===== src/rtl/drum_voice_ctrl.sv =====
// drum_voice_ctrl: sequences one drum voice. A trigger restarts the oscillator,
// then a pitch divider emits phase-step pulses while an envelope divider ticks
// an attack/decay amplitude. The oscillator sample is scaled by the envelope.
// Optional build macro: PITCH_SWEEP_EN -- each decay tick lengthens the pitch
// period by one (saturating), applied at the next pitch-counter wrap.
module drum_voice_ctrl #(
  parameter int ATTACK_STEP = 32,
  parameter int DIV_W       = 16
) (
  input  logic             clk,
  input  logic             reset,
  input  logic             trig,
  input  logic [DIV_W-1:0] pitch_div,
  input  logic [DIV_W-1:0] decay_div,
  input  logic [7:0]       wave_in,
  output logic             phase_rst,
  output logic             step_en,
  output logic [7:0]       env,
  output logic             busy,
  output logic [7:0]       voice_out
);

  typedef enum logic [1:0] {IDLE, START, ATTACK, DECAY} state_t;

  localparam logic [DIV_W-1:0] ONE   = DIV_W'(1);
  localparam logic [8:0]       STEP9 = 9'(ATTACK_STEP);

  state_t             state;
  logic [DIV_W-1:0]   pdiv_q, ddiv_q, pcnt, ecnt;
  logic [DIV_W-1:0]   p_base, d_per, p_per, p_per_nx, pcnt_nx, ecnt_nx;
  logic               run, p_wrap, env_tick, step_nx;
  logic [8:0]         att_sum;
  logic signed [8:0]  smp, amp;
  logic signed [17:0] prod;
  logic [7:0]         scaled;
  logic               unused_prod;

`ifdef PITCH_SWEEP_EN
  logic [DIV_W-1:0]   p_add, p_add_pend;
`endif

  function automatic logic [DIV_W-1:0] sat_add(input logic [DIV_W-1:0] a,
                                               input logic [DIV_W-1:0] b);
    logic [DIV_W:0] s;
    s = {1'b0, a} + {1'b0, b};
    return s[DIV_W] ? '1 : s[DIV_W-1:0];
  endfunction

  // Divider periods, next counter values, envelope step and sample scaling
  always_comb begin
    p_base = (pdiv_q == '0) ? ONE : pdiv_q;
    d_per  = (ddiv_q == '0) ? ONE : ddiv_q;
`ifdef PITCH_SWEEP_EN
    p_per  = sat_add(p_base, p_add);
`else
    p_per  = p_base;
`endif
    run      = (state == ATTACK) || (state == DECAY);
    p_wrap   = run && (pcnt == p_per - ONE);
    env_tick = run && (ecnt == d_per - ONE);
    pcnt_nx  = p_wrap ? '0 : pcnt + ONE;
    ecnt_nx  = env_tick ? '0 : ecnt + ONE;
`ifdef PITCH_SWEEP_EN
    // a lengthened period only becomes visible once the counter wraps
    p_per_nx = p_wrap ? sat_add(p_base, p_add_pend) : p_per;
`else
    p_per_nx = p_per;
`endif
    // step_en is registered, so it is decided from next cycle's count
    step_nx  = (pcnt_nx == p_per_nx - ONE);
    att_sum  = {1'b0, env} + STEP9;
    // offset binary to signed: flip the MSB and sign-extend
    smp      = $signed({~wave_in[7], ~wave_in[7], wave_in[6:0]});
    amp      = $signed({1'b0, env});
    prod     = 18'(smp) * 18'(amp);
    // bits [15:8] are the floor of prod/256; the result always fits a signed byte
    scaled   = prod[15:8] ^ 8'h80;
    unused_prod = ^{prod[17:16], prod[7:0]};
  end

  // Voice FSM with its counters and registered outputs
  always_ff @(posedge clk) begin
    if (reset) begin
      state     <= IDLE;
      env       <= '0;
      busy      <= 1'b0;
      phase_rst <= 1'b0;
      step_en   <= 1'b0;
      voice_out <= 8'h80;
      pcnt      <= '0;
      ecnt      <= '0;
      pdiv_q    <= '0;
      ddiv_q    <= '0;
`ifdef PITCH_SWEEP_EN
      p_add      <= '0;
      p_add_pend <= '0;
`endif
    end else if (trig) begin
      // a trigger restarts the note from any state and beats a same-cycle tick
      state     <= START;
      phase_rst <= 1'b1;
      busy      <= 1'b1;
      env       <= '0;
      step_en   <= 1'b0;
      voice_out <= 8'h80;
      pcnt      <= '0;
      ecnt      <= '0;
      pdiv_q    <= pitch_div;
      ddiv_q    <= decay_div;
`ifdef PITCH_SWEEP_EN
      p_add      <= '0;
      p_add_pend <= '0;
`endif
    end else begin
      phase_rst <= 1'b0;
      case (state)
        IDLE: begin
          env       <= '0;
          busy      <= 1'b0;
          step_en   <= 1'b0;
          voice_out <= 8'h80;
        end
        START: begin
          state     <= ATTACK;
          step_en   <= (p_per == ONE);
          voice_out <= scaled;
        end
        default: begin
          pcnt      <= pcnt_nx;
          ecnt      <= ecnt_nx;
          step_en   <= step_nx;
          voice_out <= scaled;
`ifdef PITCH_SWEEP_EN
          if (p_wrap) p_add <= p_add_pend;
          if ((state == DECAY) && env_tick) p_add_pend <= sat_add(p_add_pend, ONE);
`endif
          if (env_tick) begin
            if (state == ATTACK) begin
              if (att_sum >= 9'h0FF) begin
                env   <= 8'hFF;
                state <= DECAY;
              end else begin
                env <= att_sum[7:0];
              end
            end else begin
              env <= env - 8'd1;
              if (env == 8'd1) begin
                state     <= IDLE;
                busy      <= 1'b0;
                step_en   <= 1'b0;
                voice_out <= 8'h80;
                pcnt      <= '0;
                ecnt      <= '0;
              end
            end
          end
        end
      endcase
    end
  end

endmodule


===== config.mk =====
export PLATFORM = sky130hd
export DESIGN_NAME = drum_voice_ctrl
export DESIGN_NICKNAME = d
export VERILOG_FILES = /design/src/rtl/drum_voice_ctrl.sv
export SDC_FILE = /design/constraint.sdc
export NUM_CORES = 1
export LEC_CHECK = 0
export CAP_MARGIN = 40
export CELL_PAD_IN_SITES_DETAIL_PLACEMENT = 0
export CELL_PAD_IN_SITES_GLOBAL_PLACEMENT = 1
export CORE_MARGIN = 2
export CORE_UTILIZATION = 41
export DETAILED_ROUTE_END_ITERATION = 8
export PLACE_DENSITY_LB_ADDON = 0.1
export SLEW_MARGIN = 20
export SYNTH_ARGS = -nofsm -noshare
export SYNTH_HDL_FRONTEND = slang
export SYNTH_SLANG_ARGS = --single-unit

===== constraint.sdc =====
create_clock -name clk -period 5.1 [get_ports clk]
set_clock_uncertainty 0.05 [all_clocks]
set_input_delay 0.51 -clock clk [delete_from_list [all_inputs] [get_ports clk]]
set_output_delay 0.51 -clock clk [all_outputs]
set_load 0.005 [all_outputs]

==> qor.csv, run 1 <==
metric;value;unit
TritonCTS clock tree;built;
Port Buffers;61;
RSZ-0062 raised after global routing;no;
RR Startpoint;env[2];
post-route ant nets;0;
CP endpoint kind;flop;
syn nets;1116;
CP startpoint kind;primary input;
GRT Util Overall;21.9;%
pin count of the biggest net entering global routing;37;
Synth Register Bits;85;
Clock Tree Buf Depth;2;
drt via density;5.43;
top-count cell post-synth;nor2_1;
critical path class;primary input to flop;
drt pass-1 iters;4;
Area after DPL;8850;sq um
DRC viols;0;
n_diodes;0;
R2R cell count;14;
Die Y;143;um
post-CTS sizing;0;
Clock Root Buffer;clkbuf_16;
Synth Cell Area;7870;sq um
Synth-to-Final Area Change;16.6;%
Post CTS Setup Buffer Count;0;
Worst EP arrival;4.95;ns
Yosys cell types;66;
Bufs and invs on worst path;3;
sequential cell area fraction in the yosys report;21.6;%
predominant post-synthesis flop cell;dfxtp_1;
number of fill cells;1875;
Final setup viols;0;
reg2reg setup slack;0.41;ns
critical path data required time;5.27;ns
Initial Util;41.9;%
post-route setup slack;0.318;ns
Die Wd;143;um
most used cell, CP;fa_1;
headroom to the max-slew limit;41.4;%
Synth area leaders;dfxtp_1 (22%), fa_1 (8.9%), ha_1 (8.6%);
share of layout cells above drive strength 1;7.81;%
Tcrit/Tclk final;93.8;%
Worst Hold Depth;2;
Synth Area per Inst;8.00;sq um
Final Slew Violations;0;
biggest area consumer among synthesized cells;dfxtp_1;
CTS sink cnt;85;
gpl congestion;0.857;
core area;18800;sq um
DR iter-0 viols;373;
gr ovfl total;0;
post-route minimum period;4.78;ns
Worst path slowest cell;clkdlybuf4s50_1;
Top-Level Pins;62;
Worst-path clk slew;0.07;ns
Synth Warn #;0;
clk_lat worst skew;0.35;ns
first-pass GRT wire length;35.4;mm
crit-path leading delay family;adder cells;
post-DR wirelength/cell;16.7;um
Rows;50;
die area;20300;sq um
pwr dens;229;nW/um^2
Synth top area share;21.6;%
final hold violations;0;
fin area;9180;sq um
Critical R2R Capture;voice_out[7];
nets@finish;1178;
worst slack at placement;-0.340;ns
Hold Crit Start;ecnt[1];
Post-synth top cells;nor2_1 (92), nand2_1 (87), dfxtp_1 (85);
EDFF count, synth;0;
status;complete, no violations;
Worst Tran Pin Value;0.880;ns
Worst Hold Class;flop to flop;
Post-Place Cells;1268;
worst-path fanout max;8;
end of the worst hold path;ecnt[1];
Hold Buf Count CTS;0;
Leak Pwr;3.93;nW
number of max-cap violations;0;
Async SR Flop Fraction;0;%
highest clock rate;0.209;GHz
CP max stage delay;0.65;ns
via count;6971;
via count of the first global-routing pass;6624;
Post-Route WL;21.4;mm
antenna violations before repair;0;
htree depth;3;
TritonCTS Buffers;9;
Mapped Cells;984;
Cell Chain, Critical Path;clkdlybuf4s50_1 > nand2_1 > fa_1 > fa_1 > inv_1 > fa_1 > fa_1 > ha_1 > inv_1 > o21ai_1 > nand2_1 > o2111ai_2 > a31oi_1 > xnor2_1 > or4_1;
Final Non-Filler Cells;1284;
VDD IR max;0.191;mV
HPWL after DPL;16.6;mm
==> worst max-delay path by stage <==
stage / from / endpoint / depth (start not counted)
after floorplan: wave_in[7] / voice_out[7] / 15
after global placement: wave_in[7] / voice_out[7] / 15
after detailed placement: wave_in[7] / voice_out[7] / 15
after CTS: wave_in[7] / voice_out[7] / 15
after global routing: wave_in[3] / voice_out[7] / 15
final: wave_in[3] / voice_out[7] / 15
==> routing by layer <==
layer	up-vias	track usage (%)	part of all wire, %
met5	-	0	0
met4	0	4.64	0.99
met3	14	2.62	2.4
met2	87	35.2	46
met1	3316	31.5	51
li1	3554	-	-
==> worst register-to-register path, cell delays in order (launching register included) <==
cell and delay [ns]:
dfxtp_1 0.44, or2_2 0.37, fa_1 0.54, inv_1 0.06, fa_1 0.50, fa_1 0.51, fa_1 0.50, ha_1 0.31
nor2_1 0.04, nor2_1 0.12, nand2_1 0.12, o2111ai_2 0.27, a31oi_1 0.13, xnor2_1 0.13, or4_1 0.46
==> cells in the final DEF, fill, tap and decap left out, types with 18 or more instances in the layout <==
| cell type | instances |
|---|---|
| a21oi_1 | 33 |
| a31oi_1 | 19 |
| and2_1 | 32 |
| and3_1 | 18 |
| buf_4 | 40 |
| clkdlybuf4s50_1 | 58 |
| dfxtp_1 | 85 |
| fa_1 | 35 |
| ha_1 | 54 |
| inv_1 | 68 |
| mux2i_1 | 40 |
| nand2_1 | 87 |
| nand3_1 | 36 |
| nor2_1 | 92 |
| nor3_1 | 29 |
| nor4_1 | 22 |
| o21ai_0 | 27 |
| xnor2_1 | 38 |
| xor2_1 | 45 |
==> metrics by stage <==
stage                     setup TNS, ns  hold slack [ns]  power, mW  utilization [%]
after floorplan                       0            0.431       1.18                -
after global placement           -0.331            0.480       1.41             47.1
after detailed placement         -0.397            0.478       1.41             47.2
after CTS                             0            0.492       2.13             48.8
after global routing                  0            0.531       2.24             48.9
final                                 0            0.482       2.11             48.9
==> final cells by class <==
| class | instances | area [sq um] | share of cell area, % |
|---|---|---|---|
| clock buffer | 10 | 229 | 2.49 |
| clock inverter | 5 | 82.6 | 0.899 |
| inverter | 69 | 259 | 2.82 |
| multi-input combinational | 776 | 5680 | 61.9 |
| sequential | 85 | 1700 | 18.5 |
| tap | 234 | 293 | 3.19 |
| timing repair buffer | 105 | 936 | 10.2 |
==> cells by family (layout without fill, tap and decap cells) <==
group | Yosys count | count (layout) | synth area share (%)
simple gates | 423 | 423 | 28.5
compound gates | 139 | 139 | 11.4
buf+inv | 123 | 189 | 6.29
fa+ha+maj | 89 | 89 | 17.5
flops | 85 | 85 | 21.6
xor+xnor | 84 | 84 | 9.54
mux | 41 | 41 | 5.23
==> where the power goes <==
part | total (mW) | switching (mW) | internal (mW)
sequential | 0.729 | 0.0384 | 0.691
combinational | 0.665 | 0.355 | 0.309
clock | 0.712 | 0.283 | 0.430
total | 2.11 | 0.676 | 1.43
==> state kept, by name, indices dropped and copies added (netlist names) <==
register,flops
pcnt,16
phase_rst,1
ddiv_q,16
env,8
voice_out,8
ecnt,16
step_en,1
pdiv_q,16
busy,1
state,2
Power figures use the tool's default switching activity.
==> run 2, diff against run 1 <==
--- a/config.mk
+++ b/config.mk
@@ -6,12 +6,10 @@
 export NUM_CORES = 1
 export LEC_CHECK = 0
 export CAP_MARGIN = 40
-export CELL_PAD_IN_SITES_DETAIL_PLACEMENT = 0
-export CELL_PAD_IN_SITES_GLOBAL_PLACEMENT = 1
 export CORE_MARGIN = 2
-export CORE_UTILIZATION = 41
+export CORE_UTILIZATION = 45
 export DETAILED_ROUTE_END_ITERATION = 8
-export PLACE_DENSITY_LB_ADDON = 0.1
+export PLACE_DENSITY = 0.67
 export SLEW_MARGIN = 20
 export SYNTH_ARGS = -nofsm -noshare
 export SYNTH_HDL_FRONTEND = slang
==> qor.csv, run 2 (synthesis results as in run 1) <==
metric;value;unit
status;complete, no violations;
htree depth;3;
TritonCTS Buffers;9;
Bufs and invs on worst path;3;
uppermost layer routed;met4;
Met3 Wirelength;1.22;mm
DRC viols;0;
Worst path slowest cell;fa_1;
Clk pwr share;33.2;%
WP depth;15;
Die Wd;136;um
final hold violations;0;
final sum of negative setup slack;0;ns
drt pass-1 iters;4;
Final Non-Filler Cells;1268;
Final setup viols;0;
Die Y;136;um
number of max-cap violations;0;
most used cell, CP;fa_1;
commonest non-fill, non-tap cell in the layout;nor2_1;
Initial Util;45.8;%
Rows;48;
crit path capture;voice_out[7];
Post-Route WL;20.4;mm
Area after DPL;8780;sq um
Worst-path clk slew;0.06;ns
WL met2;9.26;mm
antenna violations before repair;0;
gr ovfl total;0;
n_diodes;0;
Tcrit/Tclk final;94.5;%
nets@finish;1170;
Critical R2R Capture;voice_out[7];
Metal-1 WL;9.55;mm
critical path class;primary input to flop;
R2R cell count;14;
Sequential Power Share;35.2;%
pwr dens;228;nW/um^2
Leak Pwr;3.87;nW
RR Startpoint;env[2];
Port Buffers;61;
Pwr Total;2.08;mW
post-route ant nets;0;
VDD IR max;0.167;mV
RSZ-0062 raised after global routing;no;
critical path data required time;5.27;ns
Top-Level Pins;62;
worst-path fanout max;5;
most frequent cells in the layout;nor2_1 (92), nand2_1 (87), dfxtp_1 (85);
via count;7169;
drt via density;5.65;
Worst EP arrival;4.99;ns
worst setup path start;wave_in[7];
TritonCTS clock tree;built;
headroom to the max-slew limit;32.9;%
Worst Hold Class;flop to flop;
CP max stage delay;0.55;ns
Pint;1.40;mW
first-pass GRT wire length;33.6;mm
clk_lat worst skew;0.35;ns
Worst Tran Pin Value;0.997;ns
CP startpoint kind;primary input;
reg2reg setup slack;0.42;ns
die area;18600;sq um
Cell Chain, Critical Path;clkdlybuf4s50_1 > or2_2 > fa_1 > fa_1 > inv_1 > fa_1 > fa_1 > ha_1 > inv_1 > o21ai_1 > nand2_1 > o2111ai_1 > a31oi_1 > xnor2_1 > or4_1;
fin area;9110;sq um
DR iter-0 viols;476;
logic gate share of total power;31.6;%
Clock Root Buffer;clkbuf_16;
gpl congestion;0.954;
switching share of power;32.8;%
highest clock rate;0.207;GHz
Core Util, Final;53.0;%
Clock Tree Buf Depth;2;
crit-path leading delay family;adder cells;
via count of the first global-routing pass;6748;
share of layout cells above drive strength 1;7.29;%
core area;17200;sq um
CP endpoint kind;flop;
Post-Place Cells;1251;
GRT Util Overall;22.6;%
post-route minimum period;4.82;ns
Synth-to-Final Area Change;15.7;%
P_sw;0.681;mW
Final Slew Violations;0;
HPWL after DPL;15.8;mm
CTS sink cnt;85;
post-DR wirelength/cell;16.1;um
pin count of the biggest net entering global routing;38;
==> run 2: cell count changes in the layout (fill, tap and decap cells not counted), moves of 2 or more <==
cell and change:
dlymetal6s2s_1 -2, buf_4 -7, clkdlybuf4s50_1 +2, inv_6 +2
==> run 2: area by class of cell <==
| type | instances | area, sq um |
|---|---|---|
| Fill cell | 1719 | 8070 |
| Clock inverter | 6 | 73.8 |
| Tap cell | 225 | 282 |
| Timing Repair Buffer | 97 | 868 |
| Inverter | 69 | 259 |
| Clock buffer | 10 | 239 |
| Sequential cell | 85 | 1700 |
| Multi-Input combinational cell | 776 | 5680 |
==> run 2: how the worst min path moves through the flow <==
stage	from	end	slack [ns]	depth (start not counted)
6_report	busy	busy	0.49	2
5_1_grt	busy	busy	0.53	2
4_1_cts	ecnt[1]	ecnt[1]	0.50	2
3_5_place_dp	busy	busy	0.49	2
3_3_place_gp	ecnt[15]	ecnt[15]	0.47	2
2_1_floorplan	ecnt[1]	ecnt[1]	0.43	2
==> run 2: metrics by stage <==
stage          hold WS (ns)  setup WS, ns
2_1_floorplan         0.431         0.286
3_3_place_gp          0.466        -0.166
3_5_place_dp          0.486        -0.215
4_1_cts               0.503         0.142
5_1_grt               0.527        0.0449
6_report              0.495         0.279
==> run 2: worst register-to-register path: cells and delay by family, from the launching register on <==
family          cells  cell delay [ns]
compound gates      3             0.48
xor+xnor            1             0.08
fa+ha+maj           5             2.29
buf+inv             1             0.06
flops               1             0.46
simple gates        4             1.14
==> run 2: timing repair <==
item,in CTS,in global routing
endpoints found under the setup margin,0,2
gates resized for setup,0,3
hold buffers,0,0
setup buffers,0,0
==> run 2: metal layers <==
layer | track usage [%] | vias up
met1 | 31.6 | 3391
met2 | 35.6 | 201
met5 | 0 | -
li1 | - | 3550
met4 | 6.25 | 0
met3 | 4.33 | 27
==> run 2: power by group through the flow <==
stage          clock network, mW  registers [mW]  logic (mW)
6_report                   0.688           0.732       0.656
5_1_grt                    0.737           0.736       0.739
4_1_cts                    0.702           0.731       0.653
3_5_place_dp                   0           0.746       0.648
3_3_place_gp                   0           0.746       0.641
2_1_floorplan                  0           0.727       0.456
